--- config.mk ---
export PLATFORM = sky130hd
export DESIGN_NAME = multicycle_ctrl_flat
export DESIGN_NICKNAME = d
export VERILOG_FILES = /design/src/rtl/riscv_ctrl_pkg.sv /design/src/rtl/multicycle_ctrl_if.sv /design/src/rtl/mc_wait_timer.sv /design/src/rtl/multicycle_ctrl.sv /design/src/flat_wrapper.sv
export SDC_FILE = /design/constraint.sdc
export NUM_CORES = 1
export LEC_CHECK = 0
export CORE_MARGIN = 2
export CORE_UTILIZATION = 28
export CTS_CLUSTER_DIAMETER = 30
export DETAILED_ROUTE_END_ITERATION = 10
export HOLD_SLACK_MARGIN = 0.05
export PLACE_DENSITY = 0.54
export SLEW_MARGIN = 20
export SYNTH_ARGS = -nofsm -noshare
export SYNTH_HDL_FRONTEND = slang
export SYNTH_SLANG_ARGS = --single-unit
--- constraint.sdc ---
create_clock -name clk -period 2.1 [get_ports clk]
set_clock_uncertainty 0.1 [all_clocks]
set_input_delay 0.315 -clock clk [delete_from_list [all_inputs] [get_ports clk]]
set_output_delay 0.315 -clock clk [all_outputs]
set_load 0.1 [all_outputs]
--- src/rtl/riscv_ctrl_pkg.sv ---
// Shared definitions for the multicycle controller slice.
// Holds the FSM state enumeration, the RV32 major opcodes that the controller
// understands, the alu_op encodings it drives, and a small helper that
// classifies an opcode as one the controller can execute.
package riscv_ctrl_pkg;

  typedef enum logic [2:0] {
    ST_IDLE   = 3'd0,
    ST_FETCH  = 3'd1,
    ST_DECODE = 3'd2,
    ST_EXEC   = 3'd3,
    ST_MEM    = 3'd4,
    ST_WB     = 3'd5,
    ST_FAULT  = 3'd6
  } state_e;

  localparam logic [6:0] OP_R      = 7'b0110011;
  localparam logic [6:0] OP_LOAD   = 7'b0000011;
  localparam logic [6:0] OP_STORE  = 7'b0100011;
  localparam logic [6:0] OP_BRANCH = 7'b1100011;

  localparam logic [1:0] ALU_ADD   = 2'b00;
  localparam logic [1:0] ALU_SUB   = 2'b01;
  localparam logic [1:0] ALU_FUNCT = 2'b10;

  // Anything outside these four major opcodes has no datapath sequence here,
  // so decode sends it to the fault state.
  function automatic logic isLegalOp(input logic [6:0] op);
    return (op == OP_R) || (op == OP_LOAD) || (op == OP_STORE) || (op == OP_BRANCH);
  endfunction

endpackage

--- src/rtl/multicycle_ctrl_if.sv ---
// Bundle of the controller's datapath/memory-facing signals.
// master : the controller side (samples opcode/zero/mem_ready, drives controls)
// slave  : the datapath/memory side
// Inputs to controller : opcode[6:0], zero, mem_ready
// Outputs of controller: mem_req, iord, ir_write, pc_write, branch, mem_read,
//                        mem_to_reg, mem_write, alu_src, reg_write,
//                        alu_op[1:0], fault, state[2:0]
// Optional (MC_CTRL_INSTRET_EN defined): instret[31:0] retired-instruction count
interface multicycle_ctrl_if;
  logic [6:0]  opcode;
  logic        zero;
  logic        mem_ready;
  logic        mem_req;
  logic        iord;
  logic        ir_write;
  logic        pc_write;
  logic        branch;
  logic        mem_read;
  logic        mem_to_reg;
  logic        mem_write;
  logic        alu_src;
  logic        reg_write;
  logic [1:0]  alu_op;
  logic        fault;
  logic [2:0]  state;
`ifdef MC_CTRL_INSTRET_EN
  logic [31:0] instret;
`endif

  modport master (
    input  opcode, zero, mem_ready,
    output mem_req, iord, ir_write, pc_write, branch, mem_read, mem_to_reg,
           mem_write, alu_src, reg_write, alu_op, fault, state
`ifdef MC_CTRL_INSTRET_EN
    , output instret
`endif
  );

  modport slave (
    output opcode, zero, mem_ready,
    input  mem_req, iord, ir_write, pc_write, branch, mem_read, mem_to_reg,
           mem_write, alu_src, reg_write, alu_op, fault, state
`ifdef MC_CTRL_INSTRET_EN
    , input instret
`endif
  );

endinterface

--- src/rtl/mc_wait_timer.sv ---
// Memory wait-state timer for the multicycle controller.
// Counts cycles spent waiting on mem_ready and flags the cycle in which the
// wait has reached WAIT_MAX while memory is still not ready.
// Ports: clk, rst_n (async active-low), clr (restart count), en (an access is
//        in progress), ready (memory completion), expired (timeout this cycle)
module mc_wait_timer #(
  parameter int WAIT_MAX = 15
) (
  input  logic clk,
  input  logic rst_n,
  input  logic clr,
  input  logic en,
  input  logic ready,
  output logic expired
);

  localparam int CW = (WAIT_MAX < 1) ? 1 : $clog2(WAIT_MAX + 1);

  logic [CW-1:0] r_count;

  // The count only advances on cycles where an access is pending and memory
  // has not answered; a restart always wins so each new access starts at 0.
  always_ff @(posedge clk or negedge rst_n) begin
    if (!rst_n) begin
      r_count <= '0;
    end else if (clr) begin
      r_count <= '0;
    end else if (en && !ready) begin
      r_count <= r_count + CW'(1);
    end
  end

  // A ready arriving in the limit cycle masks the timeout, so a late but
  // successful access still completes.
  assign expired = en && !ready && (r_count == CW'(WAIT_MAX));

endmodule

--- src/rtl/multicycle_ctrl.sv ---
// Multicycle RISC-V main controller: sequences IDLE, FETCH, DECODE, EXEC,
// MEM, WB and a terminal FAULT state and drives the datapath controls.
// Ports: clk (rising-edge clock), rst_n (async active-low reset),
//        bus (multicycle_ctrl_if.master: opcode/zero/mem_ready in, controls out)
// Parameter: WAIT_MAX, the longest memory wait tolerated before faulting.
// Optional feature: define MC_CTRL_INSTRET_EN to add the instret counter.
module multicycle_ctrl
  import riscv_ctrl_pkg::*;
#(
  parameter int WAIT_MAX = 15
) (
  input  logic              clk,
  input  logic              rst_n,
  multicycle_ctrl_if.master bus
);

  state_e     r_state;
  state_e     w_nextState;
  logic [6:0] r_opQ;
  logic       r_runEn;
  logic       w_inAccess;
  logic       w_timerClr;
  logic       w_expired;
  logic       w_memReq, w_iord, w_irWrite, w_pcWrite, w_branch, w_memRead;
  logic       w_memToReg, w_memWrite, w_aluSrc, w_regWrite, w_fault;
  logic [1:0] w_aluOp;

  // r_runEn stays low for the first edge after reset release, which holds
  // IDLE one extra cycle so the first FETCH starts on the second edge.
  // op_q is captured only while in DECODE so EXEC/MEM/WB see a stable opcode.
  always_ff @(posedge clk or negedge rst_n) begin
    if (!rst_n) begin
      r_state <= ST_IDLE;
      r_opQ   <= '0;
      r_runEn <= 1'b0;
    end else begin
      r_state <= w_nextState;
      r_runEn <= 1'b1;
      if (r_state == ST_DECODE) begin
        r_opQ <= bus.opcode;
      end
    end
  end

  // Next-state and control decode. Everything defaults to idle-low so that
  // IDLE, DECODE and FAULT only need to name what differs. mem_ready and zero
  // are looked at solely in the states that use them.
  always_comb begin
    w_nextState = r_state;
    w_memReq    = 1'b0;
    w_iord      = 1'b0;
    w_irWrite   = 1'b0;
    w_pcWrite   = 1'b0;
    w_branch    = 1'b0;
    w_memRead   = 1'b0;
    w_memToReg  = 1'b0;
    w_memWrite  = 1'b0;
    w_aluSrc    = 1'b0;
    w_regWrite  = 1'b0;
    w_aluOp     = ALU_ADD;
    w_fault     = 1'b0;
    case (r_state)
      ST_IDLE: begin
        if (r_runEn) w_nextState = ST_FETCH;
      end
      ST_FETCH: begin
        w_memReq  = 1'b1;
        w_memRead = 1'b1;
        if (bus.mem_ready) begin
          w_irWrite   = 1'b1;
          w_pcWrite   = 1'b1;
          w_nextState = ST_DECODE;
        end else if (w_expired) begin
          w_nextState = ST_FAULT;
        end
      end
      ST_DECODE: begin
        w_nextState = isLegalOp(bus.opcode) ? ST_EXEC : ST_FAULT;
      end
      ST_EXEC: begin
        case (r_opQ)
          OP_R: begin
            w_aluOp     = ALU_FUNCT;
            w_nextState = ST_WB;
          end
          OP_LOAD, OP_STORE: begin
            w_aluSrc    = 1'b1;
            w_nextState = ST_MEM;
          end
          OP_BRANCH: begin
            w_aluOp     = ALU_SUB;
            w_branch    = 1'b1;
            w_pcWrite   = bus.zero;
            w_nextState = ST_FETCH;
          end
          default: w_nextState = ST_FAULT;
        endcase
      end
      ST_MEM: begin
        w_memReq   = 1'b1;
        w_iord     = 1'b1;
        w_memRead  = (r_opQ == OP_LOAD);
        w_memWrite = (r_opQ == OP_STORE);
        if (bus.mem_ready) begin
          w_nextState = (r_opQ == OP_LOAD) ? ST_WB : ST_FETCH;
        end else if (w_expired) begin
          w_nextState = ST_FAULT;
        end
      end
      ST_WB: begin
        w_regWrite  = 1'b1;
        w_memToReg  = (r_opQ == OP_LOAD);
        w_nextState = ST_FETCH;
      end
      ST_FAULT: begin
        w_fault = 1'b1;
      end
      default: w_nextState = ST_FAULT;
    endcase
  end

  // The timer restarts whenever a fresh memory access begins, including the
  // MEM-to-FETCH hop after a store, and only counts while one is pending.
  assign w_inAccess = (r_state == ST_FETCH) || (r_state == ST_MEM);
  assign w_timerClr = ((w_nextState == ST_FETCH) || (w_nextState == ST_MEM)) &&
                      (w_nextState != r_state);

  mc_wait_timer #(
    .WAIT_MAX (WAIT_MAX)
  ) u_waitTimer (
    .clk     (clk),
    .rst_n   (rst_n),
    .clr     (w_timerClr),
    .en      (w_inAccess),
    .ready   (bus.mem_ready),
    .expired (w_expired)
  );

  assign bus.mem_req    = w_memReq;
  assign bus.iord       = w_iord;
  assign bus.ir_write   = w_irWrite;
  assign bus.pc_write   = w_pcWrite;
  assign bus.branch     = w_branch;
  assign bus.mem_read   = w_memRead;
  assign bus.mem_to_reg = w_memToReg;
  assign bus.mem_write  = w_memWrite;
  assign bus.alu_src    = w_aluSrc;
  assign bus.reg_write  = w_regWrite;
  assign bus.alu_op     = w_aluOp;
  assign bus.fault      = w_fault;
  assign bus.state      = r_state;

`ifdef MC_CTRL_INSTRET_EN
  logic [31:0] r_instret;

  // An instruction retires when control returns to FETCH from any execution
  // state; the counter wraps naturally at 32 bits.
  always_ff @(posedge clk or negedge rst_n) begin
    if (!rst_n) begin
      r_instret <= '0;
    end else if ((w_nextState == ST_FETCH) &&
                 ((r_state == ST_EXEC) || (r_state == ST_MEM) || (r_state == ST_WB))) begin
      r_instret <= r_instret + 32'd1;
    end
  end

  assign bus.instret = r_instret;
`endif

endmodule
--- src/flat_wrapper.sv ---
// flat-port wrapper written by rule: the top's interface ports become plain ports
module multicycle_ctrl_flat import riscv_ctrl_pkg::*;
#(
  parameter int WAIT_MAX = 15
)
  (clk, rst_n, bus_opcode, bus_zero, bus_mem_ready, bus_mem_req, bus_iord, bus_ir_write, bus_pc_write, bus_branch, bus_mem_read, bus_mem_to_reg, bus_mem_write, bus_alu_src, bus_reg_write, bus_alu_op, bus_fault, bus_state);
  multicycle_ctrl_if bus_i ();
  input  logic clk;
  input  logic rst_n;
  input wire logic [$bits(bus_i.opcode)-1:0] bus_opcode;
  input wire logic [$bits(bus_i.zero)-1:0] bus_zero;
  input wire logic [$bits(bus_i.mem_ready)-1:0] bus_mem_ready;
  output wire logic [$bits(bus_i.mem_req)-1:0] bus_mem_req;
  output wire logic [$bits(bus_i.iord)-1:0] bus_iord;
  output wire logic [$bits(bus_i.ir_write)-1:0] bus_ir_write;
  output wire logic [$bits(bus_i.pc_write)-1:0] bus_pc_write;
  output wire logic [$bits(bus_i.branch)-1:0] bus_branch;
  output wire logic [$bits(bus_i.mem_read)-1:0] bus_mem_read;
  output wire logic [$bits(bus_i.mem_to_reg)-1:0] bus_mem_to_reg;
  output wire logic [$bits(bus_i.mem_write)-1:0] bus_mem_write;
  output wire logic [$bits(bus_i.alu_src)-1:0] bus_alu_src;
  output wire logic [$bits(bus_i.reg_write)-1:0] bus_reg_write;
  output wire logic [$bits(bus_i.alu_op)-1:0] bus_alu_op;
  output wire logic [$bits(bus_i.fault)-1:0] bus_fault;
  output wire logic [$bits(bus_i.state)-1:0] bus_state;
  assign bus_i.opcode = bus_opcode;
  assign bus_i.zero = bus_zero;
  assign bus_i.mem_ready = bus_mem_ready;
  assign bus_mem_req = bus_i.mem_req;
  assign bus_iord = bus_i.iord;
  assign bus_ir_write = bus_i.ir_write;
  assign bus_pc_write = bus_i.pc_write;
  assign bus_branch = bus_i.branch;
  assign bus_mem_read = bus_i.mem_read;
  assign bus_mem_to_reg = bus_i.mem_to_reg;
  assign bus_mem_write = bus_i.mem_write;
  assign bus_alu_src = bus_i.alu_src;
  assign bus_reg_write = bus_i.reg_write;
  assign bus_alu_op = bus_i.alu_op;
  assign bus_fault = bus_i.fault;
  assign bus_state = bus_i.state;
  multicycle_ctrl #(.WAIT_MAX(WAIT_MAX)) u_core (.clk(clk), .rst_n(rst_n), .bus(bus_i));
endmodule
==> flow_summary.json <==
{
  "slew_violations": 0,
  "synth_seq_area_share_pct": 35.7,
  "clock_latency_ns": 0.25,
  "die_h_um": 65.3,
  "antenna_found_initial": 0,
  "vias": 983,
  "hpwlAfterDp_um": 2230,
  "synth_top_flop_cell": "dfrtp_1",
  "power.total_mw": 2.54,
  "rr_endpoint": "u_core.u_waitTimer.r_count[0]",
  "cp_data_required_time_ns": 1.68,
  "p_per_area_mw_per_mm2": 1330,
  "avgRoutedWirePerCell_um": 13.4,
  "gp_congestion": 0.805,
  "worstPathArrival_ns": 1.92,
  "violations": "negative setup slack",
  "die_w_um": 65.3,
  "clk_pin_slew_ns": 0.06,
  "dr_wl_met2_um": 1480,
  "drt_iter0_drc": 28,
  "ff2ff_setup_slack_ns": -0.05,
  "start_util_pct": 28.9,
  "core_area_sq_mm": 0.00363,
  "syn-num-nets": 115,
  "hold_viol_final": 0,
  "synthCells": 103,
  "end_kind": "primary output",
  "max_freq_ghz": 0.428,
  "antenna_cells": 0,
  "path_cells": "nor4bb_2 -> buf_4 -> nand2_2 -> or3_4 -> a21oi_4 -> buf_12",
  "synth-seq-cells": 15,
  "p_sw_mw": 1.21,
  "leakagePower_nw": 0.764,
  "cts.sinks": 15,
  "ant_nets": 0,
  "die-area_sq_mm": 0.00426,
  "seqPwrFrac_pct": 23.1,
  "numPortBuffers": 26,
  "share_comb_of_total_power_pct": 67.6,
  "ff2ff_path_depth": 8,
  "fin_ws_ns": -0.237,
  "vias_per_cell": 4.77,
  "ctsHtreeMaxLevel": 1,
  "yosys-top-cells-area": "dfrtp_1, mux2_2, nor2_1",
  "fin_crit_ns": 2.34,
  "synthDistinctLibCells": 48,
  "multiInputGateArea_sq_um": 764,
  "io_pins": 27,
  "hold_class": "in2async",
  "finalSetupViolCount": 10,
  "syn_to_final_growth_pct": 81.5,
  "async_flop_share_pct": 100,
  "switching_share_pct": 47.7,
  "outcome": "finished, violations left",
  "cp_max_fo": 3,
  "crit_type": "reg2out",
  "finalSetupTns_ns": -1.24,
  "avgSynthCellArea_sq_um": 10.2,
  "clkPwrFrac_pct": 9.2,
  "gr-total-overflow": 0,
  "cts_root_buf": "clkbuf_8",
  "wl_met1_um": 1130,
  "route.detailed.drc": 0,
  "synth_area_sq_mm": 0.00105,
  "grt_max_degree": 16,
  "cts_buffers": 3,
  "grt_pass1_wl_um": 4540,
  "reg2reg_from": "u_core.r_opQ[2]",
  "synth_edf_count": 0,
  "max-vdd-ir-drop_uv": 592,
  "routed_wl_um": 2750,
  "first_pass_iters": 4,
  "slew_headroom_pct": 52.3,
  "nets": 171,
  "netlist.area_leader.share_pct": 35.7,
  "grt_pass1_vias": 996,
  "fillers": 344,
  "finalCritPeriodShare_pct": 111,
  "layout_commonest_cell": "buf_4",
  "hold_buffers": 0,
  "cp-start-kind": "register",
  "synth_top_cell_by_area": "dfrtp_1",
  "final_cell_mix": "buf_4, buf_12, dfrtp_1, clkdlybuf4s50_1, mux2_2",
  "drv_cap": 0,
  "grtUsageTotal_pct": 13.9,
  "cpPeakStageDelay_ns": 0.39,
  "rsz0062_at_grt": "yes",
  "cpMaxStageDelayCell": "dfrtp_1",
  "drive_above_1_share_pct": 56.3,
  "yosys_warnings": 0,
  "cts_tree": "done",
  "internal_power_mw": 1.33,
  "highest_layer": "met4",
  "rows": 22,
  "dr_wl_met3_um": 109,
  "regArea_sq_um": 387,
  "max_slew.worst_pin.slew_ns": 0.713,
  "cts_buffer_depth": 2
}
## critical path: cells and delay by family, from the launching register on
kind | cells | cell delay [ns]
AND/OR/NAND/NOR | 3 | 0.74
flip-flops | 1 | 0.39
buffers and inverters | 2 | 0.37
AO/OA/AOI/OAI | 1 | 0.18
## how the worst max path moves through the flow
stage	slack [ns]	from	end
after global placement	-0.16	bus_opcode[0]	u_core.u_waitTimer.r_count[1]
after detailed placement	-0.22	bus_opcode[0]	u_core.u_waitTimer.r_count[2]
final	-0.24	u_core.r_opQ[2]	bus_mem_read
after global routing	-0.32	u_core.r_opQ[2]	bus_mem_read
after floorplan	-1.01	u_core.bus.state[1]	bus_mem_to_reg
after CTS	-0.17	u_core.r_opQ[2]	bus_alu_op[1]
## kinds of logic (layout without fill, tap and decap cells)
group,Yosys count,after routing,synth area share (%)
adder cells (fa/ha/maj),1,1,1.19
other,1,1,0.357
AND/OR/NAND/NOR,49,49,31.1
multiplexers,8,8,8.45
buffers and inverters,9,64,5.59
AO/OA/AOI/OAI,15,15,13.5
XOR/XNOR,5,5,4.17
flip-flops,15,15,35.7
## per-stage QoR
step / setup slack [ns] / hold WS [ns] / std cells / utilization, % / cell area, sq um
global placement: -0.160 / 0.410 / 195 / 47.6 / 1730
detailed placement: -0.217 / 0.420 / 195 / 47.6 / 1730
global route: -0.318 / 0.447 / 206 / 52.5 / 1910
finish: -0.237 / 0.392 / 206 / 52.5 / 1910
floorplan: -1.01 / -0.0806 / 103 / - / 1170
CTS: -0.173 / 0.417 / 203 / 50.6 / 1840
## repair_timing
action,CTS,global route
pin swaps,5,5
gates resized for setup,6,9
buffers inserted,4,3
endpoints found under the setup margin,7,12
## cells in the mapped netlist, types with 2 or more instances
| library cell | instances |
|---|---|
| dfrtp_1 | 15 |
| nor2_1 | 8 |
| mux2_2 | 7 |
| nand2_1 | 6 |
| nor3_1 | 5 |
| a21oi_1 | 4 |
| nor3b_1 | 4 |
| inv_1 | 3 |
| nand2b_1 | 3 |
| xnor2_1 | 3 |
| buf_4 | 2 |
| nand3_1 | 2 |
| nand4_1 | 2 |
| nand4bb_1 | 2 |
| nor4bb_1 | 2 |
| or3_2 | 2 |
| xor2_1 | 2 |
## flip-flops by register name, summed over array words and instances (netlist names)
signal and cells:
u_core.r_opQ 7, u_core.r_runEn 1, u_core.u_waitTimer.r_count 4, u_core.bus.state 3
## power by group through the flow
stage	Combinational, mW	Clock (mW)	Sequential, mW
floorplan	0.913	0	0.722
finish	1.72	0.234	0.588
CTS	1.63	0.241	0.577
global placement	1.52	0	0.579
detailed placement	1.55	0	0.588
global route	1.82	0.254	0.609
## per-layer routing
metal / vias up / track usage (%)
li1: 488 / -
met1: 467 / 15.1
met2: 23 / 26.9
met3: 5 / 2.05
met4: 0 / 4.69
met5: - / 0
## final cells by class
type                            instances  area share, %
Tap cell                               48           3.15
Sequential cell                        15           20.3
Inverter                                4          0.787
Multi-Input combinational cell         79           40.1
Clock buffer                            4           2.36
Timing Repair Buffer                   56           33.4
Power figures use the tool's default switching activity.
